`config.mk`:
```
export PLATFORM = sky130hd
export DESIGN_NAME = rvsteel_gpio_arbiter
export DESIGN_NICKNAME = d
export VERILOG_FILES = /design/src/rtl/rvsteel_gpio_arbiter.sv
export SDC_FILE = /design/constraint.sdc
export NUM_CORES = 1
export LEC_CHECK = 0
export ABC_AREA = 1
export CAP_MARGIN = 20
export CORE_UTILIZATION = 39
export CTS_BUF_LIST = sky130_fd_sc_hd__clkbuf_8
export CTS_CLUSTER_DIAMETER = 150
export DETAILED_ROUTE_END_ITERATION = 6
export GPL_TIMING_DRIVEN = 1
export PLACE_DENSITY = 0.77
export SLEW_MARGIN = 5
export SYNTH_ARGS = -nofsm -noshare
export SYNTH_HDL_FRONTEND = slang
export SYNTH_SLANG_ARGS = --single-unit
```
`constraint.sdc`:
```
create_clock -name clock -period 1.6 [get_ports clock]
set_input_delay 0.32 -clock clock [delete_from_list [all_inputs] [get_ports clock]]
set_output_delay 0.32 -clock clock [all_outputs]
set_load 0.01 [all_outputs]
```
`src/rtl/rvsteel_gpio_arbiter.sv`:
```
// Round-robin arbiter sharing one GPIO register port between two bus masters.
// Optional WAIT-state timeout enabled by defining RVSTEEL_GPIO_ARB_TIMEOUT_EN.
module rvsteel_gpio_arbiter #(
    parameter int ADDR_WIDTH     = 5,
    parameter int TIMEOUT_CYCLES = 16
) (
    input  logic                  clock,
    input  logic                  reset,
    input  logic [ADDR_WIDTH-1:0] m0_rw_address,
    output logic [31:0]           m0_read_data,
    input  logic                  m0_read_request,
    output logic                  m0_read_response,
    input  logic [31:0]           m0_write_data,
    input  logic [3:0]            m0_write_strobe,
    input  logic                  m0_write_request,
    output logic                  m0_write_response,
    input  logic [ADDR_WIDTH-1:0] m1_rw_address,
    output logic [31:0]           m1_read_data,
    input  logic                  m1_read_request,
    output logic                  m1_read_response,
    input  logic [31:0]           m1_write_data,
    input  logic [3:0]            m1_write_strobe,
    input  logic                  m1_write_request,
    output logic                  m1_write_response,
    output logic [ADDR_WIDTH-1:0] dev_rw_address,
    input  logic [31:0]           dev_read_data,
    output logic                  dev_read_request,
    input  logic                  dev_read_response,
    output logic [31:0]           dev_write_data,
    output logic [3:0]            dev_write_strobe,
    output logic                  dev_write_request,
    input  logic                  dev_write_response,
    output logic [1:0]            grant,
    output logic                  busy
);

    typedef enum logic [1:0] {IDLE, ISSUE, WAIT, RESP} state_t;

    generate
        if (TIMEOUT_CYCLES < 2) begin : g_bad_timeout
            $error("TIMEOUT_CYCLES must be at least 2");
        end
    endgenerate

    state_t                state_q, state_d;
    logic [1:0]            grant_q, grant_d;
    logic                  last_grant_q, last_grant_d;
    logic                  is_read_q, is_read_d;
    logic [ADDR_WIDTH-1:0] dev_addr_q, dev_addr_d;
    logic [31:0]           dev_wdata_q, dev_wdata_d;
    logic [3:0]            dev_strobe_q, dev_strobe_d;
    logic                  dev_rreq_q, dev_rreq_d;
    logic                  dev_wreq_q, dev_wreq_d;
    logic [31:0]           m0_rdata_q, m0_rdata_d;
    logic [31:0]           m1_rdata_q, m1_rdata_d;
    logic [1:0]            rresp_q, rresp_d;
    logic [1:0]            wresp_q, wresp_d;

    logic                  pend0, pend1, sel, rsp_hit, timeout_hit;
    logic [31:0]           resp_data;

`ifdef RVSTEEL_GPIO_ARB_TIMEOUT_EN
    localparam int CNT_W = $clog2(TIMEOUT_CYCLES);
    logic [CNT_W-1:0]      wait_cnt_q, wait_cnt_d;
    assign timeout_hit = (wait_cnt_q == CNT_W'(TIMEOUT_CYCLES - 1));
`else
    assign timeout_hit = 1'b0;
`endif

    assign pend0   = m0_read_request | m0_write_request;
    assign pend1   = m1_read_request | m1_write_request;
    assign rsp_hit = is_read_q ? dev_read_response : dev_write_response;

    always_comb begin
        state_d      = state_q;
        grant_d      = grant_q;
        last_grant_d = last_grant_q;
        is_read_d    = is_read_q;
        dev_addr_d   = dev_addr_q;
        dev_wdata_d  = dev_wdata_q;
        dev_strobe_d = dev_strobe_q;
        dev_rreq_d   = 1'b0;
        dev_wreq_d   = 1'b0;
        m0_rdata_d   = m0_rdata_q;
        m1_rdata_d   = m1_rdata_q;
        rresp_d      = 2'b00;
        wresp_d      = 2'b00;
        sel          = 1'b0;
        resp_data    = 32'h0;
`ifdef RVSTEEL_GPIO_ARB_TIMEOUT_EN
        wait_cnt_d   = wait_cnt_q;
`endif
        case (state_q)
            IDLE: begin
                if (pend0 | pend1) begin
                    // On a tie the master that did not win last time goes next.
                    sel          = (pend0 & pend1) ? ~last_grant_q : pend1;
                    state_d      = ISSUE;
                    grant_d      = sel ? 2'b10 : 2'b01;
                    last_grant_d = sel;
                    if (sel) begin
                        is_read_d    = m1_read_request;
                        dev_addr_d   = m1_rw_address;
                        dev_wdata_d  = m1_write_data;
                        dev_strobe_d = m1_write_strobe;
                    end else begin
                        is_read_d    = m0_read_request;
                        dev_addr_d   = m0_rw_address;
                        dev_wdata_d  = m0_write_data;
                        dev_strobe_d = m0_write_strobe;
                    end
                    dev_rreq_d = is_read_d;
                    dev_wreq_d = ~is_read_d;
                end
            end
            ISSUE: begin
                state_d = WAIT;
`ifdef RVSTEEL_GPIO_ARB_TIMEOUT_EN
                wait_cnt_d = '0;
`endif
            end
            WAIT: begin
                if (rsp_hit | timeout_hit) begin
                    state_d = RESP;
                    if (is_read_q) begin
                        // A timed-out read returns zero rather than stale bus data.
                        resp_data = rsp_hit ? dev_read_data : 32'h0;
                        rresp_d   = grant_q;
                        if (grant_q[0]) m0_rdata_d = resp_data;
                        if (grant_q[1]) m1_rdata_d = resp_data;
                    end else begin
                        wresp_d = grant_q;
                    end
                end else begin
`ifdef RVSTEEL_GPIO_ARB_TIMEOUT_EN
                    wait_cnt_d = wait_cnt_q + CNT_W'(1);
`endif
                end
            end
            RESP: begin
                state_d      = IDLE;
                grant_d      = 2'b00;
                dev_addr_d   = '0;
                dev_wdata_d  = 32'h0;
                dev_strobe_d = 4'h0;
            end
            default: state_d = IDLE;
        endcase
    end

    always_ff @(posedge clock) begin
        if (reset) begin
            state_q      <= IDLE;
            grant_q      <= 2'b00;
            last_grant_q <= 1'b1;
            is_read_q    <= 1'b0;
            dev_addr_q   <= '0;
            dev_wdata_q  <= 32'h0;
            dev_strobe_q <= 4'h0;
            dev_rreq_q   <= 1'b0;
            dev_wreq_q   <= 1'b0;
            m0_rdata_q   <= 32'h0;
            m1_rdata_q   <= 32'h0;
            rresp_q      <= 2'b00;
            wresp_q      <= 2'b00;
`ifdef RVSTEEL_GPIO_ARB_TIMEOUT_EN
            wait_cnt_q   <= '0;
`endif
        end else begin
            state_q      <= state_d;
            grant_q      <= grant_d;
            last_grant_q <= last_grant_d;
            is_read_q    <= is_read_d;
            dev_addr_q   <= dev_addr_d;
            dev_wdata_q  <= dev_wdata_d;
            dev_strobe_q <= dev_strobe_d;
            dev_rreq_q   <= dev_rreq_d;
            dev_wreq_q   <= dev_wreq_d;
            m0_rdata_q   <= m0_rdata_d;
            m1_rdata_q   <= m1_rdata_d;
            rresp_q      <= rresp_d;
            wresp_q      <= wresp_d;
`ifdef RVSTEEL_GPIO_ARB_TIMEOUT_EN
            wait_cnt_q   <= wait_cnt_d;
`endif
        end
    end

    assign m0_read_data      = m0_rdata_q;
    assign m1_read_data      = m1_rdata_q;
    assign m0_read_response  = rresp_q[0];
    assign m1_read_response  = rresp_q[1];
    assign m0_write_response = wresp_q[0];
    assign m1_write_response = wresp_q[1];
    assign dev_rw_address    = dev_addr_q;
    assign dev_write_data    = dev_wdata_q;
    assign dev_write_strobe  = dev_strobe_q;
    assign dev_read_request  = dev_rreq_q;
    assign dev_write_request = dev_wreq_q;
    assign grant             = grant_q;
    assign busy              = (state_q != IDLE);

endmodule

```
After elaboration in Yosys (flattened, before gate mapping):

Index checks and enable logic that the tools add are counted.

* register bits after elaboration: 117
* latch bits: 0
* bits in writable memories: 0
* memory bits (read-only): 0
* memories: 0

* add/subtract/negate cells: 0
* multiply operators: 0
* divide/modulo/power cells: 0
* magnitude comparators: 0
* eq/ne operators: 5
* shifts and indexed selects: 0
* muxes and demuxes: 20
* bitwise logic cells: 11
* reduce and logical (&&, ||, !) cells: 11

Operators with widths (number)
* $mux 32: 2
* $pmux 32 s2: 1
* $mux 5: 2
* $pmux 5 s2: 1
* $mux 2: 4
* $mux 4: 2
* $pmux 2 s4: 1
* $pmux 4 s2: 1
* $reduce_and 4->1: 2
* $reduce_or 4->1: 2
* $not 1->1: 7
* $reduce_and 2->1: 3
* $mux 1: 5
* $eq 2x2->1 const B: 2
* $ne 2x2->1 const B: 2
* $pmux 2 s2: 1
* $reduce_bool 2->1: 2
* $or 1x1->1: 3
* $reduce_or 3->1: 1
* $eq 2x1->1 const B: 1
* $logic_not 2->1: 1
* $and 1x1->1: 1

Logic depth before layout (Yosys ltp):

* word-level depth: 7
* depth in mapped cells: 10
* depth with buffers taken out: 9

Least setup slack after synthesis:

Ideal clock, no wire load.

* kind: register -> register
* from: reg state_q[0]
* to: reg m0_rdata_q[10] (netlist: m0_read_data[10])
* setup time: 0.064 ns
* arrival time: 1.346 ns
* data required time: 1.536 ns
* setup slack: 0.189 ns
* stages on the path, launching flop included: 11
* buffers on the path: 1
* path through: dfxtp_1 inv_1 ha_1 inv_1 nor2_1 inv_1 nor2_4 inv_2 clkbuf_1 nor2_1 nor2_1

* cells in the longest elaborated chain, start to end: 2

RTL lines
* from (decl): line 45 `state_t state_q, state_d;`
* from (signal assigned): line 170 `state_q <= state_d;`
* $eq 2x2->1: line 93 `case (state_q)`
* $reduce_and 4->1 (no source line)
* to (signal assigned): line 179 `m0_rdata_q <= m0_rdata_d;`
* to (decl): line 54 `logic [31:0] m0_rdata_q, m0_rdata_d;`

Every way passes these cells.
A chain may end at the register's enable or synchronous reset.

Final worst setup path:

* from: reg state_q[0]
* to: out busy

* cells in the longest elaborated chain, start to end: 1

RTL lines
* $reduce_bool 2->1: line 201 `assign busy = (state_q != IDLE);`
* to (decl): line 34 `output logic busy`

Every way passes these cells.

==> results.sh <==
export IMPL_worstSetupStartpointType="flop"
export IMPL_die_w_um=115
export IMPL_synth_top_area_share_pct=46.6
export IMPL_wl_mm=15.9
export IMPL_ys_ff_latch=117
export IMPL_fin_area_um2=8090
export IMPL_timing_hold_ws_ns=0.266
export IMPL_hold_end="last_grant_q"
export IMPL_overflow=0
export IMPL_crit_family="flip-flops"
export IMPL_min_period_ns=1.54
export IMPL_synth_largest_area_cell="dfxtp_1"
export IMPL_finalMaxSlewViolations=0
export IMPL_synth_area_top_cells="dfxtp_1, nand3_1, nor2_1"
export IMPL_r2r_end="m1_read_data[20]"
export IMPL_async_reset_ff_share_pct=0
export IMPL_path_clk_slew_ns=0.07
export IMPL_crit_arrival_ns=1.22
export IMPL_core_area_um2=12600
export IMPL_total_leakage_power_nw=4.15
export IMPL_mappedNetlistArea_um2=5020
export IMPL_min_path_cells=3
export IMPL_first_global_vias=4910
export IMPL_setup_viol=0
export IMPL_clk_latency_ns=0.45
export IMPL_slowest_stage="dfxtp_2"
export IMPL_drt_iter0_drc=471
export IMPL_cts_tree="done"
export IMPL_drt_first_pass_iters=4
export IMPL_synth_edff_count=0
export IMPL_crit_required_ns=1.28
export IMPL_yosysUniqueCellTypes=24
export IMPL_synth_fp_nets=833
export IMPL_postLayoutCoreUtil_pct=64.4
export IMPL_path_class="reg -> out"
export IMPL_clockRootBuffer="clkbuf_8"
export IMPL_ctsHoldBuffers=0
export IMPL_cap_viol_max_count=0
export IMPL_yosysMostFrequentCell="nor2_1"
export IMPL_worstHoldStart="reset"
export IMPL_post_route_period_util_pct=96.2
export IMPL_syn_to_final_growth_pct=61.2
export IMPL_path_max_fanout=3
export IMPL_die_h_um=115
export IMPL_status="completed"
export IMPL_nets=1080
export IMPL_cts_buffers=17
export IMPL_grt_use_total_pct=24.0
export IMPL_finalClockSkew_ns=0.00999
export IMPL_place_area_um2=7760
export IMPL_rows=41
export IMPL_tightest_slew_ns=0.545
export IMPL_synth_common_cells="nor2_1, nand3_1, dfxtp_1"
export IMPL_die_area_um2=13300
export IMPL_synthFlopType="dfxtp_1"
export IMPL_h_tree_depth=4
export IMPL_cellPowerDensity_nw_per_um2=1230
export IMPL_slew_limit_headroom_pct=63.7
export IMPL_wl_per_cell_um=13.9
export IMPL_route_detailed_drc=0
export IMPL_rrSetupSlack_ns=0.07
export IMPL_r2r_start="state_q[0]"
export IMPL_syn_avg_cell_area_um2=7.10
export IMPL_path_buf_inv=3
export IMPL_drive_above_1_share_pct=10.4
export IMPL_routabilityCongestion=0.779
export IMPL_ant_nets=0
export IMPL_clock_fmax_mhz=649
export IMPL_worst_hold_path_type="in -> reg"
export IMPL_grt_max_degree=48
export IMPL_total_power_mw=9.95
export IMPL_worstSetupEndpointType="output pin"
export IMPL_antenna_found_initial=0
export IMPL_cts_path_max_buffers=2
export IMPL_via_count=5387
export IMPL_r2r_cells=10
export IMPL_synth_warnings=0
export IMPL_io_buffer_count=235
export IMPL_grt_pass1_wl_mm=24.6
export IMPL_crit_top_cell="inv_2"
export IMPL_netlist_instances=707
export IMPL_peakVddDrop_mv=0.625
export IMPL_dp_final_hpwl_mm=11.3
export IMPL_io_pins=236
export IMPL_hold_violations=0
export IMPL_ys_seq_area_share_pct=46.6
export IMPL_cp_slowest_stage_delay_ns=0.33
export IMPL_vias_per_cell=4.73
export IMPL_tns_ns=0
export IMPL_crit_chain="inv_2 > ha_2 > inv_2 > buf_6"
export IMPL_start_util_pct=40.0
export IMPL_n_antenna_cell=0
export IMPL_clock_sinks=117
==> layer usage <==
layer / global-route usage, % / part of all wire (%) / up-vias
li1: - / - / 2747
met1: 27.9 / 41 / 2395
met2: 39.3 / 46 / 226
met3: 10.9 / 11 / 19
met4: 7.79 / 1.7 / 0
met5: 0 / 0 / -
==> kinds of logic (layout without fill, tap and decap cells) <==
logic type	Yosys count	in the layout	synth area share, %
adder cells (fa/ha/maj)	4	4	0.997
AO/OA/AOI/OAI	113	113	11.5
buffers and inverters	144	404	12.1
flip-flops	117	117	46.6
AND/OR/NAND/NOR	329	329	28.7
==> stage by stage <==
step / setup slack (ns) / cells
CTS: 0.000422 / 1138
finish: 0.0601 / 1139
global placement: -0.136 / 1106
floorplan: 0.189 / 707
global route: -0.0198 / 1139
detailed placement: -0.176 / 1106
==> registers in the layout, indices dropped and copies added, names as in the netlist, 2 cells and up <==
register / count
m0_read_data: 32
dev_rw_address: 5
dev_write_strobe: 4
grant: 2
m1_read_data: 32
state_q: 2
rresp_q: 2
wresp_q: 2
dev_write_data: 32
==> how the worst max path moves through the flow <==
| stage | from | endpoint | slack [ns] | depth (start not counted) |
|---|---|---|---|---|
| 2_1_floorplan | state_q[0] | m0_read_data[10] | 0.19 | 10 |
| 3_3_place_gp | m1_read_request | dev_write_strobe[0] | -0.14 | 8 |
| 3_5_place_dp | dev_read_response | m1_read_data[6] | -0.18 | 9 |
| 4_1_cts | state_q[0] | busy | 0.0004 | 4 |
| 5_1_grt | state_q[0] | m1_read_data[26] | -0.02 | 10 |
| 6_report | state_q[0] | busy | 0.06 | 4 |
==> tightest hold or removal path: stages <==
cell and delay (ns):
buf_2 0.09, inv_1 0.14, nand3_1 0.12
==> cell usage in the layout, fill, tap and decap left out <==
cell type and n:
a21oi_1 44, buf_12 10, buf_2 1, buf_4 28, buf_6 4, bufinv_16 2
clkbuf_8 20, clkdlybuf4s50_1 120, clkinv_2 2, clkinv_4 4, clkinvlp_4 4, dfxtp_1 115
dfxtp_2 2, dlygate4sd2_1 113, ha_1 2, ha_2 1, ha_4 1, inv_1 90
inv_2 6, nand2_1 51, nand2_2 2, nand2_4 1, nand3_1 130, nor2_1 132
nor2_2 8, nor2_4 2, nor2_8 1, nor3_1 1, o21ai_0 58, o21ai_1 9
o21ai_4 1, o21bai_1 1, or2_2 1
==> report_power, final <==
group	internal (mW)	switching (mW)
combinational	1.66	1.90
clock	1.50	1.24
sequential	3.39	0.251
total	6.55	3.40
==> what timing repair did <==
action,CTS,global route
setup endpoints to repair,118,58
pin swaps,0,2
setup buffers,0,1
resized for setup,121,20
==> area by class of cell <==
cell class                      count  area, um2
Clock inverter                     12        130
Sequential cell                   117       2340
Timing Repair Buffer              276       2650
Clock buffer                       20        275
Tap cell                          172        215
Fill cell                        1131       4480
Multi-Input combinational cell    446       2110
Inverter                           96        365
No activity file was read; power rests on OpenSTA's default activity.
